**src/rtl/iterative_divider.sv**
```systemverilog
// rtl/iterative_divider.sv - multi-cycle restoring divider for RV32M DIV/DIVU/REM/REMU
// One quotient bit per cycle in CALC; signs are fixed up in a single FIX cycle.

module add_and_subtract #(
  parameter int WIDTH = 32
) (
  input  logic [WIDTH-1:0] a,
  input  logic [WIDTH-1:0] b,
  input  logic             sub,
  output logic [WIDTH-1:0] sum,
  output logic             cout
);

  logic [WIDTH-1:0] b_eff;

  assign b_eff       = sub ? ~b : b;
  assign {cout, sum} = {1'b0, a} + {1'b0, b_eff} + {{WIDTH{1'b0}}, sub};

endmodule

module iterative_divider #(
  parameter int WIDTH = 32
) (
  input  logic             clk,
  input  logic             rst,
  input  logic             start,
  input  logic [1:0]       op,
  input  logic [WIDTH-1:0] a,
  input  logic [WIDTH-1:0] b,
  output logic             busy,
  output logic             done,
  output logic [WIDTH-1:0] result
);

  localparam int CW = $clog2(WIDTH);

  typedef enum logic [1:0] {
    IDLE = 2'd0,
    CALC = 2'd1,
    FIX  = 2'd2
  } state_t;

  state_t state, state_nxt;

  logic [CW-1:0]    cnt;
  logic [WIDTH-1:0] dvd;
  logic [WIDTH-1:0] dvs;
  logic [WIDTH-1:0] rem;
  logic             neg_q;
  logic             neg_r;
  logic             is_rem;

  logic             signed_op;
  logic             a_neg;
  logic             b_neg;
  logic [WIDTH-1:0] a_mag;
  logic [WIDTH-1:0] b_mag;
  logic             div_zero;
  logic             ovf;
  logic             special;
  logic [WIDTH-1:0] special_res;

  logic [WIDTH:0]   shifted;
  logic [WIDTH:0]   diff;
  logic             cout;
  logic             diff_unused;
  logic [WIDTH-1:0] rem_nxt;
  logic [WIDTH-1:0] q_fix;
  logic [WIDTH-1:0] r_fix;

  assign signed_op = ~op[0];
  assign a_neg     = signed_op & a[WIDTH-1];
  assign b_neg     = signed_op & b[WIDTH-1];
  assign a_mag     = a_neg ? -a : a;
  assign b_mag     = b_neg ? -b : b;

  // Divide-by-zero and signed overflow bypass the iteration entirely.
  assign div_zero  = (b == '0);
  assign ovf       = signed_op && (a == {1'b1, {(WIDTH-1){1'b0}}}) && (b == '1);
  assign special   = div_zero | ovf;

  always_comb begin
    special_res = '0;
    if (div_zero) begin
      special_res = op[1] ? a : '1;
    end else if (ovf) begin
      special_res = op[1] ? '0 : a;
    end
  end

  // dvd doubles as the quotient: its MSB feeds the remainder while quotient bits enter at the LSB.
  assign shifted = {rem, dvd[WIDTH-1]};

  add_and_subtract #(
    .WIDTH(WIDTH + 1)
  ) u_sub (
    .a   (shifted),
    .b   ({1'b0, dvs}),
    .sub (1'b1),
    .sum (diff),
    .cout(cout)
  );

  // A kept difference is always below the divisor, so its top bit is zero.
  assign diff_unused = diff[WIDTH];
  assign rem_nxt     = cout ? diff[WIDTH-1:0] : shifted[WIDTH-1:0];
  assign q_fix       = neg_q ? -dvd : dvd;
  assign r_fix       = neg_r ? -rem : rem;

  assign busy = (state != IDLE);

  always_ff @(posedge clk) begin
    if (rst) begin
      state <= IDLE;
    end else begin
      state <= state_nxt;
    end
  end

  always_comb begin
    state_nxt = state;
    case (state)
      IDLE: begin
        if (start && !special) begin
          state_nxt = CALC;
        end
      end
      CALC: begin
        if (cnt == CW'(WIDTH - 1)) begin
          state_nxt = FIX;
        end
      end
      FIX: begin
        state_nxt = IDLE;
      end
      default: begin
        state_nxt = IDLE;
      end
    endcase
  end

  always_ff @(posedge clk) begin
    if (rst) begin
      done   <= 1'b0;
      result <= '0;
      cnt    <= '0;
      dvd    <= '0;
      dvs    <= '0;
      rem    <= '0;
      neg_q  <= 1'b0;
      neg_r  <= 1'b0;
      is_rem <= 1'b0;
    end else begin
      done <= 1'b0;
      case (state)
        IDLE: begin
          if (start) begin
            if (special) begin
              result <= special_res;
              done   <= 1'b1;
            end else begin
              dvd    <= a_mag;
              dvs    <= b_mag;
              rem    <= '0;
              cnt    <= '0;
              neg_q  <= a_neg ^ b_neg;
              neg_r  <= a_neg;
              is_rem <= op[1];
            end
          end
        end
        CALC: begin
          rem <= rem_nxt;
          dvd <= {dvd[WIDTH-2:0], cout};
          cnt <= cnt + 1'b1;
        end
        FIX: begin
          result <= is_rem ? r_fix : q_fix;
          done   <= 1'b1;
        end
        default: begin
        end
      endcase
    end
  end

endmodule

```
**config.mk**
```make
export PLATFORM = sky130hd
export DESIGN_NAME = iterative_divider
export DESIGN_NICKNAME = d
export VERILOG_FILES = /design/src/rtl/iterative_divider.sv
export SDC_FILE = /design/constraint.sdc
export NUM_CORES = 1
export LEC_CHECK = 0
export BUFFER_PORTS_ARGS = -buffer_cell sky130_fd_sc_hd__buf_2
export CAP_MARGIN = 20
export CORE_ASPECT_RATIO = 1.1
export CORE_MARGIN = 1
export CORE_UTILIZATION = 25
export CTS_BUF_LIST = sky130_fd_sc_hd__clkbuf_4
export DETAILED_ROUTE_END_ITERATION = 10
export GPL_ROUTABILITY_DRIVEN = 0
export MAX_ROUTING_LAYER = met4
export SKIP_LAST_GASP = 1
export SYNTH_ARGS = -nofsm -noshare
export SYNTH_HDL_FRONTEND = slang
export SYNTH_SLANG_ARGS = --single-unit
export TNS_END_PERCENT = 30
```
**constraint.sdc**
```tcl
create_clock -name clk -period 4.5 [get_ports clk]
set_input_delay 0.225 -clock clk [delete_from_list [all_inputs] [get_ports clk]]
set_output_delay 0.225 -clock clk [all_outputs]
set_load 0.05 [all_outputs]
```
==> out/metrics.csv <==
stage;metric;value;unit
outcome;status;complete, no violations;
pwr;Pwr Density;402.4;nW/um^2
synthesis;Syn Nets;1479;
synthesis;library cells used by synthesis;66;
floorplan;Die Wd;194.7;um
clock_network;CTS tree;built;
global_routing;gr usage total;0.1607;
setup_path;Most common cell on crit path;a21oi_1;
route;Detailed Route WL;33.27;mm
sta;Final min period;3.476;ns
setup_path;WP data arrival;3.93;ns
floorplan;Ports;103;
route;drt via density;5.228;
synthesis;most numerous cell in the Yosys netlist;nor2_1;
sta;worst-case clock skew;0.02308;ns
clock_network;depth of the CTS H-tree;4;
job;max-cap violations;0;
global_routing;global-route wire length before repair;52.43;mm
setup_path;CP Class;register to register;
place;placed inst area;11200;sq um
sta;final setup fails;0;
cells_and_area;fin util;0.2889;
place;Setup Slack @ Placement;1.104;ns
clock_network;deepest clock path buffer count;2;
clock_network;cts repair resizes;0;
sta;count of pins over their slew limit;0;
synthesis;Avg Synthesized Cell Area;7.456;sq um
place;Post-DP HPWL;25.15;mm
clock_network;Post CTS Setup Buffer Count;0;
sta;Hold Violations, Final;0;
place;PortBufs;102;
floorplan;chip height;214;um
pwr;Leakage;4.437;nW
synthesis;post-synthesis instance area;10210;sq um
synthesis;Yosys reg bits;139;
synthesis;Synth top area share;0.2724;
sta;RSZ-0062 raised after global routing;no;
route;WL per Instance;16.94;um
setup_path;WP data required;4.96;ns
clock_network;clk_lat worst skew;0.57;ns
synthesis;Post-synth ARST share;0;
route;via count;10268;
global_routing;gr ovfl total;0;
setup_path;CP max stage delay;0.60;ns
route;number of remaining DRC errors;0;
cells_and_area;Final #Nets;1549;
floorplan;Initial Util;0.2537;
setup_path;Max FO, Critical Path;14;
clock_network;total CTS buffers;17;
sta;Setup TNS Final;0;ns
floorplan;Core Region;40270;sq um
sta;Rel. slew slack;0.3447;
global_routing;initial antenna violation count;1;
sta;PnR worst setup slack;1.024;ns
synthesis;most frequent cells after synthesis;196 x nor2_1, 139 x dfxtp_1, 112 x nand2_1, 89 x a21oi_1, 84 x o21ai_0;
global_routing;vias in the first global route;9384;
floorplan;Core Rows;77;
cells_and_area;final instance area;11630;sq um
setup_path;CP endpoint kind;register;
floorplan;Die ar.;41670;sq um
clock_network;clk root buf;clkbuf_4;
sta;FMAX;287.7;MHz
synthesis;Gate Count Post-Synth;1370;
synthesis;EDFF count, synth;0;
setup_path;CP max stage cell;dfxtp_1;
clock_network;clk slew on worst S/H paths;0.13;ns
synthesis;post-synthesis sequential area ratio;0.2724;
global_routing;largest net degree at the start of global routing;69;
clock_network;Sink Count;139;
sta;Tightest Pin Transition;0.9793;ns
synthesis;Synth Flop Type;dfxtp_1;
cells_and_area;share of cells above drive strength 1;0.1255;
min_path;Hold Path Class;input port to register;
pwr;Max rail drop VDD;0.0001884;V
synthesis;Ys Warns;0;
cells_and_area;Layout fillers;4415;
setup_path;crit-path cells;ha_1, a21oi_1, o21ai_0, a21o_1, a211o_1, a21oi_1, a21oi_1, buf_4, or2_2, buf_4, a32oi_1, o21ai_1;
route;antenna-violating nets left;0;
synthesis;Synth area leaders;dfxtp_1 27%, nor2_1 7.2%, xnor2_1 6.3%, xor2_1 5.7%, ha_1 4.8%;
sta;period utilization;0.7725;
route;DRT iter0 DRCs;931;
setup_path;CP Launch Type;register;
synthesis;post-synth top area cell;dfxtp_1;
clock_network;CTS hold repair buffers;10;
pwr;total power;4.680;mW
cells_and_area;Area Growth Syn to Fin;13.88;%
route;DR pass1 iterations;9;
[layer usage]
layer | part of all wire | wire, um | vias up | GRT usage
li1 | - | - | 5085 | -
met1 | 0.48 | 16120 | 4816 | 0.2226
met2 | 0.45 | 14810 | 327 | 0.2470
met3 | 0.056 | 1870 | 40 | 0.02222
met4 | 0.014 | 465 | 0 | 0.03465
met5 | 0 | 0 | - | -
[path summary, 6_finish.rpt]
kind	startpoint	to	slack, ns	cells after the start
hold reg to reg	dvs[31]$_SDFFE_PP0P_	dvs[31]$_SDFFE_PP0P_	0.47	2
setup / recovery	rem[23]$_SDFFE_PP0P_	rem[24]$_SDFFE_PP0P_	1.02	12
hold / removal	b[3]	dvs[3]$_SDFFE_PP0P_	0.02	4
setup reg to reg	rem[23]$_SDFFE_PP0P_	rem[24]$_SDFFE_PP0P_	1.02	12
[sequential cells by signal, summed over array words and instances (netlist names), 2 cells and up]
name	cells
rem	32
result	32
state	2
dvs	32
dvd	32
cnt	5
[cell families (layout without fill, tap and decap cells)]
| family | after synthesis | count (layout) | synth area share |
|---|---|---|---|
| other | 0 | 1 | 0 |
| adders and majority gates | 40 | 40 | 0.04973 |
| and+or+nand+nor | 500 | 500 | 0.2300 |
| AOI/OAI and AO/OA | 399 | 399 | 0.2588 |
| muxes | 17 | 17 | 0.01678 |
| DFF | 139 | 139 | 0.2724 |
| buffers and inverters | 135 | 215 | 0.05218 |
| xor gates and xnor gates | 140 | 140 | 0.1200 |
[per-stage QoR]
| step | cells | hold slack [ns] |
|---|---|---|
| floorplan | 1370 | 0.3610 |
| global placement | 1922 | 0.4487 |
| detailed placement | 1922 | 0.4487 |
| CTS | 1961 | 0.0009725 |
| global route | 1964 | 0.01474 |
| finish | 1964 | 0.01879 |
[placed cells by master, fill, tap and decap left out, types with 17 or more instances in the layout]
master     instances
nor2_1           192
buf_2            101
inv_1             51
nand2_1          112
nor3_1            48
buf_4             22
ha_1              39
xor2_1            67
dfxtp_1          139
o31ai_1           19
xnor2_1           73
o211ai_1          33
a211oi_1          38
o22ai_1           17
o21ai_0           84
nand3_1           22
a2111oi_0         22
clkbuf_4          19
a21oi_1           88
[worst max-delay path: cells and delay by family, from the launching register on]
| family | cells | cell delay (ns) |
|---|---|---|
| AOI/OAI and AO/OA | 8 | 1.51 |
| adders and majority gates | 1 | 0.40 |
| buffers and inverters | 2 | 0.43 |
| DFF | 1 | 0.60 |
| and+or+nand+nor | 1 | 0.44 |
[power by group]
group | internal, mW | switching, mW | leakage, nW
Clock | 0.382 | 0.478 | 0.145
Sequential | 1.34 | 0.172 | 1.14
Combinational | 0.963 | 1.35 | 3.16
[cell type report]
| class | count | area, sq um | share of cell area |
|---|---|---|---|
| Multi-Input combinational cell | 1096 | 6918 | 0.5947 |
| Clock inverter | 10 | 127.6 | 0.01097 |
| Clock buffer | 19 | 142.6 | 0.01226 |
| Tap cell | 513 | 641.9 | 0.05518 |
| Inverter | 51 | 191.4 | 0.01646 |
| Sequential cell | 139 | 2783 | 0.2392 |
| Antenna cell | 1 | 2.502 | 0.0002151 |
| Timing Repair Buffer | 135 | 825.8 | 0.07099 |
Note: power is estimated with default switching activity, not from simulation.
